## src/rtl/pc_sequencer.sv

```systemverilog
// pc_sequencer: fetch/issue control FSM driving pc_unit over a req/ack instruction bus
module pc_sequencer #(
   parameter logic [15:0] IRQ_VECTOR   = 16'h0004,
   parameter logic [15:0] FAULT_VECTOR = 16'h0008,
   parameter int          MEM_TIMEOUT  = 16
) (
   input  logic        clk,
   input  logic        rst,
   input  logic [15:0] pc,
   output logic        pc_en,
   output logic [1:0]  pc_op,
   output logic [15:0] pc_target,
   output logic        mem_req,
   output logic [15:0] mem_addr,
   input  logic        mem_ack,
   input  logic [15:0] mem_rdata,
   input  logic        long_insn,
   output logic [15:0] instr,
   output logic [15:0] imm,
   output logic        instr_valid,
   input  logic        exec_done,
   input  logic        branch_taken,
   input  logic [15:0] branch_target,
   input  logic        irq,
   input  logic        irq_en,
   output logic        irq_ack,
   output logic [15:0] epc,
   output logic        fetch_fault
);
   localparam logic [1:0] PC_NOP = 2'd0, PC_INC = 2'd1, PC_SET = 2'd2, PC_RESET = 2'd3;
   localparam int CW = $clog2(MEM_TIMEOUT + 1);
   typedef enum logic [2:0] {RST, FETCH, FETCH_IMM, ISSUE, TRAP} state_t;
   state_t state, state_nx;
   logic [CW-1:0] wcnt;
   logic fetching, timeout, ack;
   assign fetching = (state == FETCH) || (state == FETCH_IMM);
   assign timeout  = fetching && (wcnt == CW'(MEM_TIMEOUT));
   assign ack      = fetching && !timeout && mem_ack;
   // next state and pc_unit/bus controls, decoded from state plus same-cycle handshakes
   always_comb begin
      state_nx    = state;
      pc_en       = 1'b0;
      pc_op       = PC_NOP;
      pc_target   = '0;
      mem_req     = 1'b0;
      mem_addr    = '0;
      instr_valid = 1'b0;
      irq_ack     = 1'b0;
      fetch_fault = 1'b0;
      case (state)
         RST: begin
            pc_en    = 1'b1;
            pc_op    = PC_RESET;
            state_nx = FETCH;
         end
         FETCH, FETCH_IMM: begin
            if (timeout) begin
               fetch_fault = 1'b1;
               pc_en       = 1'b1;
               pc_op       = PC_SET;
               pc_target   = FAULT_VECTOR;
               state_nx    = FETCH;
            end else begin
               mem_req  = 1'b1;
               mem_addr = pc;
               if (mem_ack) begin
                  pc_en    = 1'b1;
                  pc_op    = PC_INC;
                  state_nx = (state == FETCH && long_insn) ? FETCH_IMM : ISSUE;
               end
            end
         end
         ISSUE: begin
            instr_valid = 1'b1;
            if (exec_done) begin
               pc_en     = branch_taken;
               pc_op     = branch_taken ? PC_SET : PC_NOP;
               pc_target = branch_taken ? {branch_target[15:1], 1'b0} : '0;
               state_nx  = (irq && irq_en) ? TRAP : FETCH;
            end
         end
         TRAP: begin
            irq_ack   = 1'b1;
            pc_en     = 1'b1;
            pc_op     = PC_SET;
            pc_target = IRQ_VECTOR;
            state_nx  = FETCH;
         end
         default: state_nx = RST;
      endcase
   end
   // state register
   always_ff @(posedge clk)
      state <= rst ? RST : state_nx;
   // instruction latches, return address and fetch wait counter
   always_ff @(posedge clk) begin
      if (rst) begin
         instr <= '0;
         imm   <= '0;
         epc   <= '0;
         wcnt  <= '0;
      end else begin
         wcnt <= (fetching && !timeout && !mem_ack) ? wcnt + 1'b1 : '0;
         if (ack && state == FETCH) begin
            instr <= mem_rdata;
            if (!long_insn) imm <= '0;
         end
         if (ack && state == FETCH_IMM) imm <= mem_rdata;
         if (timeout || state == TRAP) epc <= pc;
      end
   end
endmodule

```

## config.mk

```make
export PLATFORM = sky130hd
export DESIGN_NAME = pc_sequencer
export DESIGN_NICKNAME = d
export VERILOG_FILES = /design/src/rtl/pc_sequencer.sv
export SDC_FILE = /design/constraint.sdc
export NUM_CORES = 1
export LEC_CHECK = 0
export CAP_MARGIN = 20
export CORE_MARGIN = 4
export CORE_UTILIZATION = 41
export DETAILED_ROUTE_END_ITERATION = 16
export PLACE_DENSITY = 0.86
export REMOVE_ABC_BUFFERS = 1
export SLEW_MARGIN = 20
export SYNTH_ARGS = -nofsm -noshare
export SYNTH_HDL_FRONTEND = slang
export SYNTH_SLANG_ARGS = --single-unit
export TNS_END_PERCENT = 20
```

## constraint.sdc

```tcl
create_clock -name clk -period 3.4 [get_ports clk]
set_input_delay 0.34 -clock clk [delete_from_list [all_inputs] [get_ports clk]]
set_output_delay 0.34 -clock clk [all_outputs]
set_load 0.03 [all_outputs]
```

Word level (Yosys, flattened, before mapping)
Cells that the tools add are included.
{ "op_classes": {"n_addsub": 1, "n_eq_ne": 8, "muxes": 30, "bitwise_logic": 1, "n_reduce_logical": 19} }
{ "op_table": {"columns": ["cell", "count"], "rows": [
  ["two-way mux 16 bit", 7],
  ["case mux 16 bit (3 select lines)", 1],
  ["two-way mux 3 bit", 4],
  ["two-way mux 1 bit", 11],
  ["case mux 3 bit (3 select lines)", 1],
  ["logical AND 1 bit", 8],
  ["case mux 2 bit (4 select lines)", 1],
  ["equality test 3 x 2 -> 1 bit (second input constant)", 2],
  ["two-way mux 2 bit", 3],
  ["OR reduction 2 bit", 3],
  ["adder 5 x 1 -> 5 bit (second input constant)", 1],
  ["equality test 5 bit (second input constant)", 1],
  ["two-way mux 4 bit", 1],
  ["AND reduction 2 bit", 2],
  ["equality test 3 x 1 -> 1 bit (second input constant)", 1],
  ["equality test 3 bit (second input constant)", 1],
  ["zero test 3 bit", 1],
  ["inequality test 3 bit (second input constant)", 1],
  ["case mux 1 bit (3 select lines)", 1],
  ["zero test 1 bit", 2],
  ["logical OR 1 bit", 2],
  ["inequality test 2 x 1 -> 1 bit (second input constant)", 1],
  ["inequality test 2 bit (second input constant)", 1],
  ["nonzero test 2 bit", 1],
  ["NOT 1 bit", 1]
]} }
{ "totals": {"ff_bits": 56, "inputBits": 56, "output_inout_bits": 87, "word_cells": 64} }

Longest topological paths before layout
{ "depth": {"ltp_word": 9, "mapped_depth": 8, "ltp_nobuf": 6} }

Worst setup path before layout
OpenSTA, ideal clock, no wires.
{ "synth_timing": {"path_kind": "register to output", "startpoint": "register wcnt[0]", "endpoint": "output port pc_op[1]", "t_arrival_ps": 2027, "t_required_ps": 3060, "path_slack_ps": 1033, "path_stages_with_launch": 7, "path_buffers": 0, "path_cell_list": "dfxtp_1 > inv_1 > ha_1 > nand4bb_1 > nor3_1 > nor2_1 > o21ai_0"} }
{ "synth_via": {"elab_chain_cells": 4} }
{ "synth_lines": {"columns": ["element", "line", "text"], "rows": [
  ["from (decl)", "34", "logic [CW-1:0] wcnt;"],
  ["from (signal assigned)", "103", "wcnt <= (fetching && !timeout && !mem_ack) ? wcnt + 1'b1 : '0;"],
  ["equality test 5 bit", "37", "assign timeout = fetching && (wcnt == CW'(MEM_TIMEOUT));"],
  ["logical AND 1 bit", "37", null],
  ["two-way mux 2 bit", "57", "if (timeout) begin"],
  ["case mux 2 bit (4 select lines)", "50", "case (state)"],
  ["to (decl)", "11", "output logic [1:0] pc_op,"]
]} }
Every way passes these cells.

Worst setup path after layout
{ "layout_timing": {"startpoint": "register state[1]", "endpoint": "output port pc_target[2]"} }
{ "layout_via": {"elab_chain_cells": 3, "elab_cells_between_ends": 6, "cone_classes": "eq/ne: 4; mux: 1; reduce/logical: 1"} }
{ "layout_lines": {"columns": ["element", "line", "text"], "rows": [
  ["from (decl)", "33", "state_t state, state_nx;"],
  ["from (signal assigned)", "94", "state <= rst ? RST : state_nx;"],
  ["equality test 3 x 1 -> 1 bit / equality test 3 x 2 -> 1 bit (equally long branches)", "50", null],
  ["OR reduction 2 bit", "50", null],
  ["case mux 16 bit (3 select lines) *", "50", null],
  ["to (decl)", "12", "output logic [15:0] pc_target,"]
]} }
Every way passes the cells marked *; elsewhere a longest branch is shown, timed or not.

==> key figures <==
Synthesis
  • Largest family of logic cells by synthesized area: simple AND/OR/NAND/NOR gates
  • Synth Register Bits: 56
  • Post-synthesis simple-gate area fraction: 25.65%
  • Complex-gate fraction of the synthesized area: approximately 15%
  • Synth Area in XOR/XNOR: roughly 1.4%
  • Seq/Total Area, Yosys: roughly 45%
  • Post-synthesis adder-cell area fraction: 1.408%
  • Post-Synthesis Cells: 264
  • Post-Syn Area: 2487 sq um
  • Unique masters post-synth: between 40 and 50
  • Warning count from the yosys run: 0
  • Synth top area share: a little under half
  • Synth area leaders: dfxtp_1 (45%), and2_1 (7.3%), mux2i_1 (6.4%)
  • Synth Area per Inst: roughly 9.4 sq um
  • Synth area leader: dfxtp_1
  • Mux cell area share after synthesis: under 10%

Floorplanning
  • Die Span Y: between 80 and 90 microns
  • Die area: around 7400 sq um
  • Placement Rows: 28
  • Initial Util: between 40% and 50%
  • Core footprint: about 5900 sq um
  • Die W: between 80 and 90 microns
  • Num ports: 143

STA
  • Max frequency: 0.3358 GHz
  • Fin crit period: between 2 and 3 ns
  • Setup TNS: 0 ns
  • Tightest Pin Transition: 0.9265 ns
  • Final setup fails: 0
  • RSZ-0062 raised after global routing: false
  • Clock Skew: about 0.004 ns
  • Slew HR: 37.77%
  • Max Slew Vio Count: 0
  • Final Hold Vio Count: 0
  • Tcrit/Tclk final: about 88%
  • PnR worst setup slack: 0.4224 ns
  • Hold slack final: 0.4622 ns

CTS
  • Clk sinks: 56
  • Worst skew pair latency: roughly 0.30 ns
  • Post-CTS Resized: 0
  • CTS tree: done
  • H-tree levels: 2
  • CTS Hold Bufs: 0
  • Post-CTS Setup Bufs: 0
  • Reg clk slew, reported paths: approximately 0.10 ns
  • Inserted Clock Buffers: 5
  • Root buf cell: clkbuf_8
  • Max clock buf depth: 2

Global routing
  • GR Util met1: 21.32%
  • Antenna violations before repair: 0
  • Grt total ovfl: 0
  • Met3 Use GR: under 10%
  • Tot GR Track Use: 17.54%
  • Vias in the first global route: around 2,300
  • Met2 layer usage reported by global route: between 30% and 40%
  • Largest net degree at the start of global routing: 39
  • Global-route wire length before repair: 10,650 microns
  • GR peak layer: met2

Route
  • Vias per cell: 4.866
  • Routed WL: 6614 microns
  • DR vias: 2,292
  • First-pass detailed-route iteration total: 4
  • Post-route ant nets: 0
  • Initial DRC Count: 77
  • Residual DRC: 0
  • Avg WL per Cell: ~14 microns

Pwr
  • Worst vdd ir: 0.0002901 V
  • Total power: between 1500 and 2000 uW
  • P per Cell Area: between 300 and 400 nW/um^2
  • Clk pwr share: between 20% and 30%
  • Net load switching power: approximately 450 uW
  • Power Internal: about 1100 uW
  • Logic pwr share: between 20% and 30%
  • Sw frac: between 20% and 30%
  • Leakage: 0.001457 uW
  • Part of the power in registers: between 40% and 50%

Worst setup path
  • CP max FO: 16
  • CP Class: flop to output pin
  • Worst Path Required: slightly above 3 ns
  • Worst Path Arrival: ~2.6 ns
  • CP Capture Type: output pin
  • CP startpoint kind: flop

Placement
  • HPWL Detailed: roughly 4900 microns
  • DP Worst Slack: ~0.76 ns
  • Buffers on Ports: 140
  • Routability Congestion: 0.7662

Status
  • Status: complete, no violations

Layout
  • Share of cells above drive strength 1: 9.343%
  • Commonest non-fill, non-tap cell in the layout: clkdlybuf4s50_1
  • Area Growth Syn to Fin: 60.87%
  • Most frequent cells in the layout: clkdlybuf4s50_1 (139), dfxtp_1 (56), nand2_1 (30), and2_1 (29), nor2_1 (26)
  • NumNets Final: roughly 450
  • Diode count: 0

Min path
  • Worst hold path type: flop to flop

Job
  • Max-capacitance violation count: 0
-- cell usage after synthesis (all sizes together) --
library cell and count:
a211o 1, a21o 2, a21oi 20, a221oi 1
a22o 16, a22oi 1, and2 29, and3 3
and3b 1, and4bb 1, buf 9, clkbuf 9
conb 1, dfxtp 56, ha 2, inv 4
maj3 1, mux2i 16, nand2 40, nand2b 4
nand3 2, nand4bb 1, nor2 26, nor2b 1
nor3 4, nor4 1, nor4b 1, o2111ai 1
o21ai 3, o31ai 1, or3b 1, or4b 1
xnor2 2, xor2 2
-- sequential cells by signal, indices dropped and copies added (netlist names) --
| register | flops |
|---|---|
| epc | 16 |
| wcnt | 5 |
| state | 3 |
| imm | 16 |
| instr | 16 |
-- power groups by stage --
stage                     Clock [uW]  Combinational [uW]  Sequential, uW
after detailed placement           0                 419             713
final                            449                 417             698
after floorplan                    0                 179             742
after global routing             489                 446             702
after global placement             0                 415             712
after CTS                        464                 421             698
-- per-layer routing --
metal,vias to the layer above,part of all wire (%)
met5,-,0
met4,0,0.60
met3,5,8.0
met2,77,49
met1,1062,42
li1,1148,-
-- worst max-delay path, cell delays in order, from the launching register on --
cell,delay [ns]
dfxtp_1,0.67
and3b_1,0.31
and3_1,0.42
o2111ai_1,0.17
nand2_1,0.10
clkdlybuf4s50_1,0.66
-- cell type report --
class / count / area, sq um
multi-input cells: 186 / 1239
flip-flops and latches: 56 / 1121
clock buffers: 6 / 82.58
inverters: 4 / 15.01
repair buffers: 142 / 1411
fillers: 485 / 1919
well taps: 75 / 93.84
clock inverters: 2 / 38.79
-- worst paths after layout --
path | start | endpoint | slack (ns) | depth (start not counted)
hold reg to reg | instr[14]$_SDFFE_PP0P_ | instr[14]$_SDFFE_PP0P_ | 0.46 | 2
setup / recovery | state[1]$_SDFFE_PP0P_ | pc_target[2] | 0.42 | 5
setup reg to reg | wcnt[0]$_SDFF_PP0_ | instr[11]$_SDFFE_PP0P_ | 1.33 | 6
hold / removal | instr[14]$_SDFFE_PP0P_ | instr[14]$_SDFFE_PP0P_ | 0.46 | 2
-- metrics by stage --
stage / instance area, sq um / cells / util [%]
floorplan: 2375 / 246 / -
global placement: 3880 / 463 / 65.53
detailed placement: 3880 / 463 / 65.53
CTS: 4001 / 471 / 67.58
global route: 4001 / 471 / 67.58
finish: 4001 / 471 / 67.58
-- cells by family after synthesis --
logic type | count (synthesis)
compound gates | 46
xor+xnor | 4
fa+ha+maj | 3
buf+inv | 22
flops | 56
mux | 16
other cells | 1
simple gates | 116
(Power assumes the default switching activity.)
